<file path="src/rtl/branch_commit_fifo.sv">
// Per-branch in-order result queue feeding commit_master.
// Head entry is presented combinationally; commit_master's in_ready pulse pops it.
module branch_commit_fifo #(
  parameter int unsigned data_width = 16,
  parameter int unsigned depth      = 4,
  parameter int unsigned addr_width = 2
) (
  input  logic                      clk,
  input  logic                      reset,
  input  logic                      enable,
  input  logic                      wr_valid,
  output logic                      wr_ready,
  input  logic [2*data_width-1:0]   wr_result,
  input  logic [3:0]                wr_dest,
  input  logic                      wr_dest_acc,
  input  logic [8:0]                wr_commit_id,
  output logic                      out_valid,
  output logic [2*data_width-1:0]   out_result,
  output logic [3:0]                out_dest,
  output logic                      out_dest_acc,
  output logic [8:0]                out_commit_id,
  input  logic                      out_pop,
  output logic [addr_width:0]       count,
  output logic                      underflow
);

  localparam int unsigned result_width = 2 * data_width;
  localparam int unsigned count_width  = addr_width + 1;

  typedef struct packed {
    logic [result_width-1:0] result;
    logic [3:0]              dest;
    logic                    dest_acc;
    logic [8:0]              commit_id;
  } entry_t;

  entry_t                  mem [depth];
  entry_t                  head;
  logic [addr_width-1:0]   rd_ptr;
  logic [addr_width-1:0]   wr_ptr;
  logic                    push;
  logic                    pop;
  logic                    pop_empty;

  // Full/empty come from the occupancy count, never from pointer equality.
  assign wr_ready  = (count < count_width'(depth));
  assign out_valid = (count != '0);

  assign push      = enable && wr_valid && wr_ready;
  assign pop       = enable && out_pop && out_valid;
  assign pop_empty = enable && out_pop && !out_valid;

  assign head          = mem[rd_ptr];
  assign out_result    = head.result;
  assign out_dest      = head.dest;
  assign out_dest_acc  = head.dest_acc;
  assign out_commit_id = head.commit_id;

  // Storage is intentionally not cleared by reset; a push coinciding with reset is discarded.
  always_ff @(posedge clk) begin
    if (push && !reset) begin
      mem[wr_ptr] <= '{result:    wr_result,
                       dest:      wr_dest,
                       dest_acc:  wr_dest_acc,
                       commit_id: wr_commit_id};
    end
  end

  // Pointer, occupancy and sticky underflow bookkeeping.
  always_ff @(posedge clk) begin
    if (reset) begin
      rd_ptr    <= '0;
      wr_ptr    <= '0;
      count     <= '0;
      underflow <= 1'b0;
    end else begin
      if (push) begin
        wr_ptr <= wr_ptr + addr_width'(1);
      end
      if (pop) begin
        rd_ptr <= rd_ptr + addr_width'(1);
      end
      count <= count + count_width'(push) - count_width'(pop);
      if (pop_empty) begin
        underflow <= 1'b1;
      end
    end
  end

endmodule

</file>
<file path="config.mk">
export PLATFORM = sky130hd
export DESIGN_NAME = branch_commit_fifo
export DESIGN_NICKNAME = d
export VERILOG_FILES = /design/src/rtl/branch_commit_fifo.sv
export SDC_FILE = /design/constraint.sdc
export NUM_CORES = 1
export LEC_CHECK = 0
export ABC_CLOCK_PERIOD_IN_PS = 2500
export BUFFER_PORTS_ARGS = -buffer_cell sky130_fd_sc_hd__buf_2
export CAP_MARGIN = 10
export CORE_MARGIN = 2
export CORE_UTILIZATION = 51
export DETAILED_ROUTE_END_ITERATION = 12
export PLACE_DENSITY = 0.7
export SETUP_SLACK_MARGIN = 0.05
export SYNTH_ARGS = -nofsm -noshare
export SYNTH_HDL_FRONTEND = slang
export SYNTH_SLANG_ARGS = --single-unit
</file>
<file path="constraint.sdc">
create_clock -name clk -period 2.5 [get_ports clk]
set_input_delay 0.125 -clock clk [delete_from_list [all_inputs] [get_ports clk]]
set_output_delay 0.125 -clock clk [all_outputs]
set_load 0.05 [all_outputs]
</file>
# [Word level (Yosys, flattened, before mapping)]
# Memories as Yosys holds them, arrays and structs flattened. A register that Yosys moved wholly into a read port is not among the register bits.
# Index checks and enable logic that the tools add are counted.
[classes] n_addsub=4 magnitude_cmp=1 n_mux=4 reduce_logical=9
[ops] operator="logical AND 1 bit" n=6
[ops] operator="adder 2 x 1 -> 2 bit (second input constant)" n=2
[ops] operator="2-to-1 mux 2 bit" n=2
[ops] operator="adder 3 x 1 -> 3 bit" n=1
[ops] operator="< comparator 3 bit (second input constant)" n=1
[ops] operator="nonzero test 3 bit" n=1
[ops] operator="subtractor 3 x 1 -> 3 bit" n=1
[ops] operator="logical NOT 1 bit" n=2
[ops] operator="2-to-1 mux 1 bit" n=2
[totals] ff_bits=8 ram_bits=184 inputBits=51 wordCells=23 mem_count=1
[mem_list] name="mem" depth=4 word_bits=46 rd=1 rd_ports_with_merged_regs=1 wr=1 line="37" text="entry_t mem [depth];"

# [Depth between registers and ports, before layout]
# Gate-level depths: netlist (run 1).
[depth] word_depth=5 depth_mapped=8 mapped_depth_nobuf=8

# [Worst setup path before layout (run 1)]
# Ideal clock, no wire load.
[synth_path] path_type="register to register" from="reg count[2]" to="mem mem[0][0] in the netlist's numbering, enable pin" arrival_time_ps=2142 required_time_ps=2092 setup_slack_ps=-51 path_stages_with_launch=4 period_less_slack_ps=2551 path_cell_list="dfxtp_1 nand3b_1 nor2_1 and2_1"
[synth_via] elab_chain_cells=5
[synth_rtl] element="from (decl)" line="23" text="output logic [addr_width:0] count,"
[synth_rtl] element="from (signal assigned)" line="83" text="count <= count + count_width'(push) - count_width'(pop);"
[synth_rtl] element="< comparator 3 bit" line="46" text="assign wr_ready = (count < count_width'(depth));"
[synth_rtl] element="logical AND 1 bit" line="49" text="assign push = enable && wr_valid && wr_ready;"
[synth_rtl] element="logical AND 1 bit" line="61" text="if (push && !reset) begin"
[synth_rtl] element="2-to-1 mux 1 bit" line="61"
[synth_rtl] element="2-to-1 mux 1 bit (not written as such)" line="62" text="mem[wr_ptr] <= '{result: wr_result,"
[synth_rtl] element="to (decl)" line="37"
# Every way passes these cells.

==> qor.csv, run 1 <==
metric,value,unit
syn avg cell area,24.70,sq um
CTS Buf Count,17,
R2R Path End,count[2],
WL/cell,18.11,microns
post-CTS sizing,0,
Die Y,122.7,microns
io pins,103,
Leakage,3.110,nW
design area,0.009046,sq mm
ant diodes,0,
worst hold slack,0.2271,ns
layout cells sized above 1,39.79,%
CTS sink cnt,194,
Slew Limit Fails,0,
relative slew slack,75.49,%
top fanout value on the critical path,19,
"area leader, netlist",edfxtp_1,
Hold Crit Depth,4,
Reg2Reg Launch Point,count[1],
Clock Tree Root,clkbuf_16,
CTS tree,built,
Syn Std Cell Area,0.007187,sq mm
total negative setup slack,0,ns
status,completed,
vias after detailed routing,3396,
grt ovf,0,
largest cells by area after synthesis,"edfxtp_1, mux4_2, dfxtp_1, mux4_1, buf_12",
chip width,122.7,microns
Worst EP arrival,2.11,ns
post-synth top area share,76.88,%
largest net degree at the start of global routing,47,
antenna violations before repair,0,
dpl cell area,0.007970,sq mm
"Distinct cells, synth",24,
post-detail-place hpwl,7130,microns
RSZ-0062 raised after global routing,false,
Final nets,520,
Synth Register Bits,194,
Crit. End Element,output port,
CP Launch Type,flip-flop,
Worst EP required,2.38,ns
crit path time final,2.230,ns
Post-Syn Nets,349,
DRC errors left,0,
WS Path Type,flip-flop to output port,
Cell Rows,43,
share of the yosys chip area belonging to registers,79.67,%
hold_buf cts,50,
clock tree buffer depth,2,
slack of the worst reg-to-reg path,0.35,ns
Worst R2R Path Depth,8,
ratio of final minimum period to clock period,89.21,%
crit-path max cell delay,0.61,ns
Slew @ Worst Pin,0.3677,ns
max_cap viols,0,
Power Total,7.653,mW
final setup fails,0,
multi-input logic area,0.001320,sq mm
H-tree depth,4,
Post-Route WL,11860,microns
Global Route Usage Sum,16.97,%
Fillers,906,
VDD IR-drop max,0.8919,mV
Layout area overhead,25.87,%
f_max,448.4,MHz
"Hold Vio Cnt, Final",0,
first-pass GRT wire length,18150,microns
Synth Warn #,0,
worst path cell trace,"buf_12, mux4_1, buf_2",
die area,0.01506,sq mm
core box area,0.01383,sq mm
synthesized instance count,291,
initial DRC count,205,
first-pass detailed-route iteration total,4,
Hold Path Class,primary input to flip-flop,
vias in the first global route,3561,
hold path start,wr_valid,
slowest cell on the critical path,mux4_1,
Port Buf Inserts,102,
Via-to-Cell Ratio,5.185,
Worst-Skew Late Latency,0.42,ns
Post CTS Setup Buffer Count,0,
pwr/cell area,846.0,mW/mm^2
Post-Route Skew,0.009264,ns
register clock-pin slew on the reported worst setup and hold paths,0.06,ns
RePlAce Congestion,0.6572,
crit path capture,out_result[25],
Final Util,65.42,%
Antenna Violating Nets Remaining,0,
FF+latch area,0.005731,sq mm
initial core utilization,51.98,%
registers in the layout (all words and copies together) (netlist names), named ones only:
register and flops:
mem 184, count 3, rd_ptr 2, wr_ptr 2
underflow 1
cell usage after synthesis:
| cell type | count |
|---|---|
| nor2b_1 | 2 |
| inv_1 | 7 |
| nand2b_1 | 1 |
| o311a_1 | 1 |
| edfxtp_1 | 184 |
| nand3b_1 | 1 |
| a21oi_1 | 1 |
| a31o_2 | 1 |
| nor2_1 | 8 |
| and2_1 | 4 |
| clkbuf_2 | 1 |
| buf_6 | 1 |
| ha_1 | 6 |
| mux4_2 | 40 |
| mux4_1 | 6 |
| clkbuf_1 | 1 |
| a31oi_1 | 1 |
| xnor2_1 | 4 |
| mux2i_1 | 1 |
| buf_12 | 4 |
| nor3_1 | 1 |
| dfxtp_1 | 10 |
| buf_2 | 4 |
| fa_1 | 1 |
report_power, final:
group          switching, mW  internal, mW
Combinational          0.891         0.497
Sequential            0.0741          3.65
Clock                   1.07          1.47
Total                   2.04          5.61
worst max-delay path, delay by kind of cell, from the launching register on:
family	cells	cell delay [ns]
buffers and inverters	2	0.49
DFF	1	0.57
muxes	1	0.61
kinds of logic (layout without fill, tap and decap cells):
group,count (synthesis),count (layout),synth area share (%)
multiplexers,47,47,14.87
buffers and inverters,18,202,2.037
flip-flops,194,194,79.67
AND/OR/NAND/NOR,17,17,1.201
AO/OA/AOI/OAI,4,4,0.4178
XOR/XNOR,4,4,0.4874
adder cells (fa/ha/maj),7,7,1.323
worst min-delay path by stage:
| stage | slack, ns | end |
|---|---|---|
| global route | 0.26 | rd_ptr[0] |
| floorplan | 0.22 | mem[0][0] |
| global placement | 0.34 | mem[1][16] |
| finish | 0.23 | wr_ptr[1] |
| detailed placement | 0.34 | mem[2][24] |
| CTS | 0.20 | wr_ptr[0] |
cells in the final DEF (no fill, tap or decap), drive strengths merged, types with 3 or more instances in the layout:
| master | Yosys | final |
|---|---|---|
| dlygate4sd3 | 0 | 50 |
| xnor2 | 4 | 4 |
| buf | 9 | 113 |
| and2 | 4 | 4 |
| clkinv | 0 | 3 |
| dfxtp | 10 | 10 |
| ha | 6 | 6 |
| mux4 | 46 | 46 |
| inv | 7 | 7 |
| edfxtp | 184 | 184 |
| nor2 | 8 | 8 |
| clkbuf | 2 | 26 |
| clkinvlp | 0 | 3 |
cell type report:
type	instances	area share (%)
repair buffers	163	12.92
well taps	180	2.490
multi-input cells	79	14.59
flip-flops and latches	194	63.35
clock inverters	6	0.4979
clock buffers	26	5.864
inverters	7	0.2905
routing by layer:
layer | share of wire, % | wire (microns) | up-vias | GRT usage (%)
met5 | 0 | 0 | - | 0
met4 | 1.5 | 179 | 0 | 7.112
met3 | 4.5 | 539 | 15 | 5.112
met2 | 51 | 6090 | 86 | 28.31
met1 | 43 | 5052 | 1730 | 20.69
li1 | - | - | 1565 | -
per-stage QoR:
| step | worst slack (ns) | cells |
|---|---|---|
| 6_report | 0.2697 | 655 |
| 5_1_grt | 0.1480 | 655 |
| 4_1_cts | 0.2025 | 655 |
| 3_5_place_dp | 0.3390 | 573 |
| 3_3_place_gp | 0.4147 | 573 |
| 2_1_floorplan | 0.2120 | 291 |
Power figures use the tool's default switching activity.
==> inputs of run 2 (changes only) <==
CORE_MARGIN = 4   (was 2)
==> run 2 against run 1 <==
Net effect: die area increased by 6.6%; design area decreased by 0.18%; largest cell class unchanged; via count rose by 0.82%; setup slack worse by 0.0025 ns; critical path type unchanged; utilization fell by 0.12 points; global-route usage shrank 0.83 points; worst hold slack worse by 0.043 ns.
==> qor.csv, run 2 (synthesis gave the netlist of run 1 again) <==
metric,value,unit,change
status,completed,,
largest net degree at the start of global routing,36,,-23%
register clock-pin slew on the reported worst setup and hold paths,0.07,ns,about the same
crit path time final,2.233,ns,+0.002512 ns
Leakage,3.119,nW,+0.30%
Worst EP arrival,2.11,ns,about the same
slowest cell on the critical path,mux4_1,,
Clock Tree Root,clkbuf_16,,
dpl ws,0.3217,ns,-0.01729 ns
Worst-Skew Late Latency,0.42,ns,about the same
first-pass detailed-route iteration total,4,,unchanged
H-tree depth,4,,unchanged
biggest regs,"mem (184), count (3)",,
Layout area overhead,25.64,%,
Final nets,521,,+0.19%
Antenna Violating Nets Remaining,0,,unchanged
ratio of final minimum period to clock period,89.31,%,+0.10 points
"Hold Vio Cnt, Final",0,,unchanged
RSZ-0062 raised after global routing,false,,
vias in the first global route,3647,,+2.4%
CTS Buf Count,17,,unchanged
VDD IR-drop max,0.5381,mV,-40%
Cell Rows,43,,unchanged
"commonest non-fill, non-tap cell in the layout",edfxtp_1,,
clock tree buffer depth,2,,unchanged
crit-path max cell delay,0.58,ns,-0.03 ns
die area,0.01606,sq mm,+6.6%
"Largest delay share family, worst path",multiplexers,,
Post-Route WL,12330,microns,+3.9%
antenna violations before repair,0,,unchanged
Fillers,935,,+3.2%
Final Util,65.31,%,-0.12 points
Die Y,126.7,microns,+3.3%
Largest register FFs,184,,unchanged
total negative setup slack,0,ns,unchanged
post-detail-place hpwl,7452,microns,+4.5%
"leading cell types in the layout, fill and taps excluded","edfxtp_1, buf_2, dlygate4sd3_1",,
CTS tree,built,,
Global Route Usage Sum,16.14,%,-0.83 points
Worst EP required,2.38,ns,about the same
Hold Path Class,primary input to flip-flop,,
pwr/cell area,858.1,mW/mm^2,+1.4%
Crit. End Element,output port,,
grt ovf,0,,unchanged
worst path cell trace,"buf_4, mux4_1, buf_2",,
final setup fails,0,,unchanged
max_cap viols,0,,unchanged
Port Buf Inserts,102,,unchanged
Final WS setup,0.2672,ns,-0.002512 ns
f_max,447.9,MHz,-0.11%
CP Launch Type,flip-flop,,
WL/cell,18.79,microns,+3.8%
core box area,0.01383,sq mm,unchanged
layout cells sized above 1,39.92,%,+0.13 points
Top reg by flops,mem,,
CTS sink cnt,194,,unchanged
RePlAce Congestion,0.7130,,+8.5%
vias after detailed routing,3424,,+0.82%
initial DRC count,235,,+15%
top fanout value on the critical path,16,,-3
relative slew slack,70.91,%,-4.6 points
DRC errors left,0,,unchanged
chip width,126.7,microns,+3.3%
Post CTS Setup Buffer Count,0,,unchanged
WS Path Type,flip-flop to output port,,
initial core utilization,51.98,%,unchanged
Post-Route Skew,0.007639,ns,-0.001624 ns
Slew Limit Fails,0,,unchanged
ant diodes,0,,unchanged
Slew @ Worst Pin,0.4363,ns,+0.06865 ns
io pins,103,,unchanged
first-pass GRT wire length,19120,microns,+5.3%
worst hold slack,0.1841,ns,-0.04299 ns
Worst Path Buf+Inv,2,,unchanged
Via-to-Cell Ratio,5.220,,+0.67%
-- run 2: what timing repair did --
item	4_1_cts	5_1_grt
resized for setup	0	0
endpoints found under the hold margin	191	0
hold buffers	50	0
-- run 2: final timing paths --
check            start              to  slack, ns  cells after the start
max          flip-flop  out_result[29]       0.27                      3
max reg2reg   count[1]        count[2]       0.29                      8
min reg2reg  rd_ptr[0]       flip-flop       0.58                      1
min           wr_valid       wr_ptr[0]       0.18                      4
-- run 2: through the flow --
| stage | power [mW] | area [sq um] | instances |
|---|---|---|---|
| 3_3_place_gp | 5.107 | 7953 | 574 |
| 5_1_grt | 8.025 | 9030 | 656 |
| 4_1_cts | 7.821 | 9030 | 656 |
| 6_report | 7.748 | 9030 | 656 |
| 3_5_place_dp | 5.134 | 7953 | 574 |
| 2_1_floorplan | 4.850 | 7192 | 291 |
-- run 2: metal layers --
metal | global-route usage, % | routed length (microns)
met4 | 7.129 | 237
met1 | 20.56 | 5125
met3 | 4.084 | 666
met5 | 0 | 0
met2 | 26.53 | 6299
-- run 2: final cells by class --
| cell class | instances | area [sq um] | share of cell area [%] |
|---|---|---|---|
| inverter | 7 | 26.28 | 0.2910 |
| clock buffer | 20 | 436.7 | 4.836 |
| clock inverter | 12 | 140.1 | 1.552 |
| sequential | 194 | 5731 | 63.46 |
| multi-input combinational | 79 | 1320 | 14.62 |
| tap | 180 | 225.2 | 2.494 |
| timing repair buffer | 164 | 1151 | 12.75 |
-- run 2: power breakdown --
group | switching, mW | internal (mW) | leakage [nW]
Combinational | 0.904 | 0.496 | 1.09
Sequential | 0.0718 | 3.65 | 1.74
Clock | 1.07 | 1.56 | 0.283
Total | 2.04 | 5.71 | 3.12
-- run 2: worst reg2reg max path, cell delays in order (launching register included) --
cell     delay [ns]
dfxtp_1        0.36
o311a_1        0.43
ha_1           0.30
inv_1          0.04
ha_1           0.18
fa_1           0.40
xnor2_1        0.21
xnor2_1        0.15
nor2_1         0.06
==> inputs of run 3 (changes only) <==
BUFFER_PORTS_ARGS = not set   (was -buffer_cell sky130_fd_sc_hd__buf_2)
DONT_BUFFER_PORTS = 1   (was not set)
PLACE_DENSITY = 0.64   (was 0.7)
==> run 3 against run 2 <==
Net effect: non-clock buffer count fell by 99; sequential power barely moved; combinational power shrank 11%; design area decreased by 5.3%; setup slack better by 0.032 ns; largest cell class unchanged; sequential cell count unchanged; sequential share of layout area rose by 3.5 points; global-route usage increased by 0.59 points.
==> qor.csv, run 3 (synthesis gave the netlist of run 1 again) <==
metric,value,unit,change
Slew Limit Fails,0,,unchanged
Port Buf Inserts,0,,-100%
relative slew slack,63.45,%,-7.5 points
CP Launch Type,flip-flop,,
CTS Buf Count,17,,unchanged
slack of the worst reg-to-reg path,0.39,ns,+0.10 ns
Leakage,2.739,nW,-12%
Worst EP required,2.38,ns,about the same
Die Y,126.7,microns,unchanged
Sw Share,26.40,%,+0.036 points
Reg2Reg Launch Point,count[1],,
Final Util,61.86,%,-3.4 points
Post CTS Setup Buffer Count,0,,unchanged
WL/cell,22.29,microns,+19%
ratio of final minimum period to clock period,88.03,%,-1.3 points
pwr/cell area,905.8,mW/mm^2,+5.6%
VDD IR-drop max,0.5484,mV,+1.9%
grt ovf,0,,unchanged
chip width,126.7,microns,unchanged
Psw,2.045,mW,+0.12%
initial DRC count,183,,-22%
R2R Path End,count[2],,
Layout area overhead,19.01,%,
CTS sink cnt,194,,unchanged
RSZ-0062 raised after global routing,false,,
Final nets,422,,-19%
Clk pwr share,35.8,%,+1.9 points
layout cells sized above 1,24.93,%,-15 points
Crit. End Element,output port,,
sequential power share,48.0,%,about the same
Worst-Skew Late Latency,0.42,ns,about the same
top fanout value on the critical path,13,,-3
die area,0.01606,sq mm,unchanged
Largest register FFs,184,,unchanged
crit-path max cell delay,0.84,ns,+0.26 ns
Clock Tree Root,clkbuf_16,,
total negative setup slack,0,ns,unchanged
first-pass GRT wire length,19530,microns,+2.1%
Post-Route WL,12420,microns,+0.71%
antenna violations before repair,0,,unchanged
Global Route Usage Sum,16.73,%,+0.59 points
core box area,0.01383,sq mm,unchanged
Antenna Violating Nets Remaining,0,,unchanged
Comb power frac,16.2,%,-1.9 points
Cell Rows,43,,unchanged
cell-internal power,5.702,mW,about the same
f_max,454.4,MHz,+1.5%
post-detail-place hpwl,7486,microns,+0.45%
Slew @ Worst Pin,0.5506,ns,+0.1143 ns
max_cap viols,0,,unchanged
hold_buf cts,49,,-2.0%
Via-to-Cell Ratio,5.546,,+6.3%
Hold Path Class,primary input to flip-flop,,
CTS tree,built,,
"leading cell types in the layout, fill and taps excluded","edfxtp_1, dlygate4sd3_1, mux4_2",,
Worst R2R Path Depth,8,,unchanged
dpl ws,0.3996,ns,+0.07789 ns
biggest regs,"mem (184), count (3)",,
Top reg by flops,mem,,
WS Path Type,flip-flop to output port,,
Worst EP arrival,2.08,ns,-0.03 ns
ant diodes,0,,unchanged
slowest cell on the critical path,mux4_1,,
first-pass detailed-route iteration total,4,,unchanged
final setup fails,0,,unchanged
register clock-pin slew on the reported worst setup and hold paths,0.06,ns,about the same
vias in the first global route,3405,,-6.6%
vias after detailed routing,3089,,-9.8%
post-CTS sizing,0,,unchanged
"Hold Vio Cnt, Final",0,,unchanged
worst path cell trace,"buf_4, mux4_1",,
Post-Route Skew,0.005196,ns,-0.002443 ns
initial core utilization,51.98,%,unchanged
H-tree depth,4,,unchanged
status,completed,,
"commonest non-fill, non-tap cell in the layout",edfxtp_1,,
io pins,103,,unchanged
Hold Crit Depth,3,,-1
Final WS setup,0.2993,ns,+0.03209 ns
clock tree buffer depth,2,,unchanged
largest net degree at the start of global routing,39,,+8.3%
crit path time final,2.201,ns,-0.03209 ns
hold path start,reset,,
DRC errors left,0,,unchanged
RePlAce Congestion,0.7114,,-0.22%
## run 3: worst max-delay path: cells and delay by family, from the launching register on
family   cells  cell delay, ns
buf+inv      1            0.31
flops        1            0.49
mux          1            0.84
## run 3: final cells by class
| cell class | count | area [sq um] |
|---|---|---|
| Clock inverter | 15 | 190.2 |
| Tap cell | 180 | 225.2 |
| Inverter | 7 | 26.28 |
| Clock buffer | 17 | 425.4 |
| Multi-Input combinational cell | 79 | 1320 |
| Sequential cell | 194 | 5731 |
| Timing Repair Buffer | 65 | 635.6 |
| Fill cell | 955 | 5274 |
## run 3: power by group through the flow
stage,Combinational [mW],Sequential [mW],Clock [mW]
floorplan,1.03,3.82,0
CTS,1.28,3.72,2.85
global placement,1.16,3.79,0
finish,1.25,3.72,2.78
global route,1.33,3.73,2.99
detailed placement,1.17,3.79,0
## run 3: worst max-delay path by stage
stage	startpoint	to	slack, ns	cells after the start
after floorplan	count[1]	count[2]	0.21	8
after global placement	count[1]	count[2]	0.47	8
after detailed placement	count[1]	count[2]	0.40	8
after CTS	flip-flop	out_result[30]	0.23	2
after global routing	flip-flop	out_result[30]	0.20	2
final	flip-flop	out_result[30]	0.30	2
## run 3: stage by stage
step	std cells	area, sq um	power, mW	hold WS (ns)
2_1_floorplan	291	7192	4.850	0.2239
3_3_place_gp	476	7447	4.948	0.1921
3_5_place_dp	476	7447	4.967	0.1931
4_1_cts	557	8553	7.843	0.03799
5_1_grt	557	8553	8.045	0.05030
6_report	557	8553	7.747	0.06512
## run 3: metal layers
| metal | up-vias | part of all wire (%) | global-route usage, % |
|---|---|---|---|
| met5 | - | 0 | 0 |
| met4 | 0 | 2.1 | 6.940 |
| met3 | 22 | 4.8 | 4.884 |
| met2 | 72 | 53 | 27.99 |
| met1 | 1627 | 40 | 20.57 |
| li1 | 1368 | - | - |
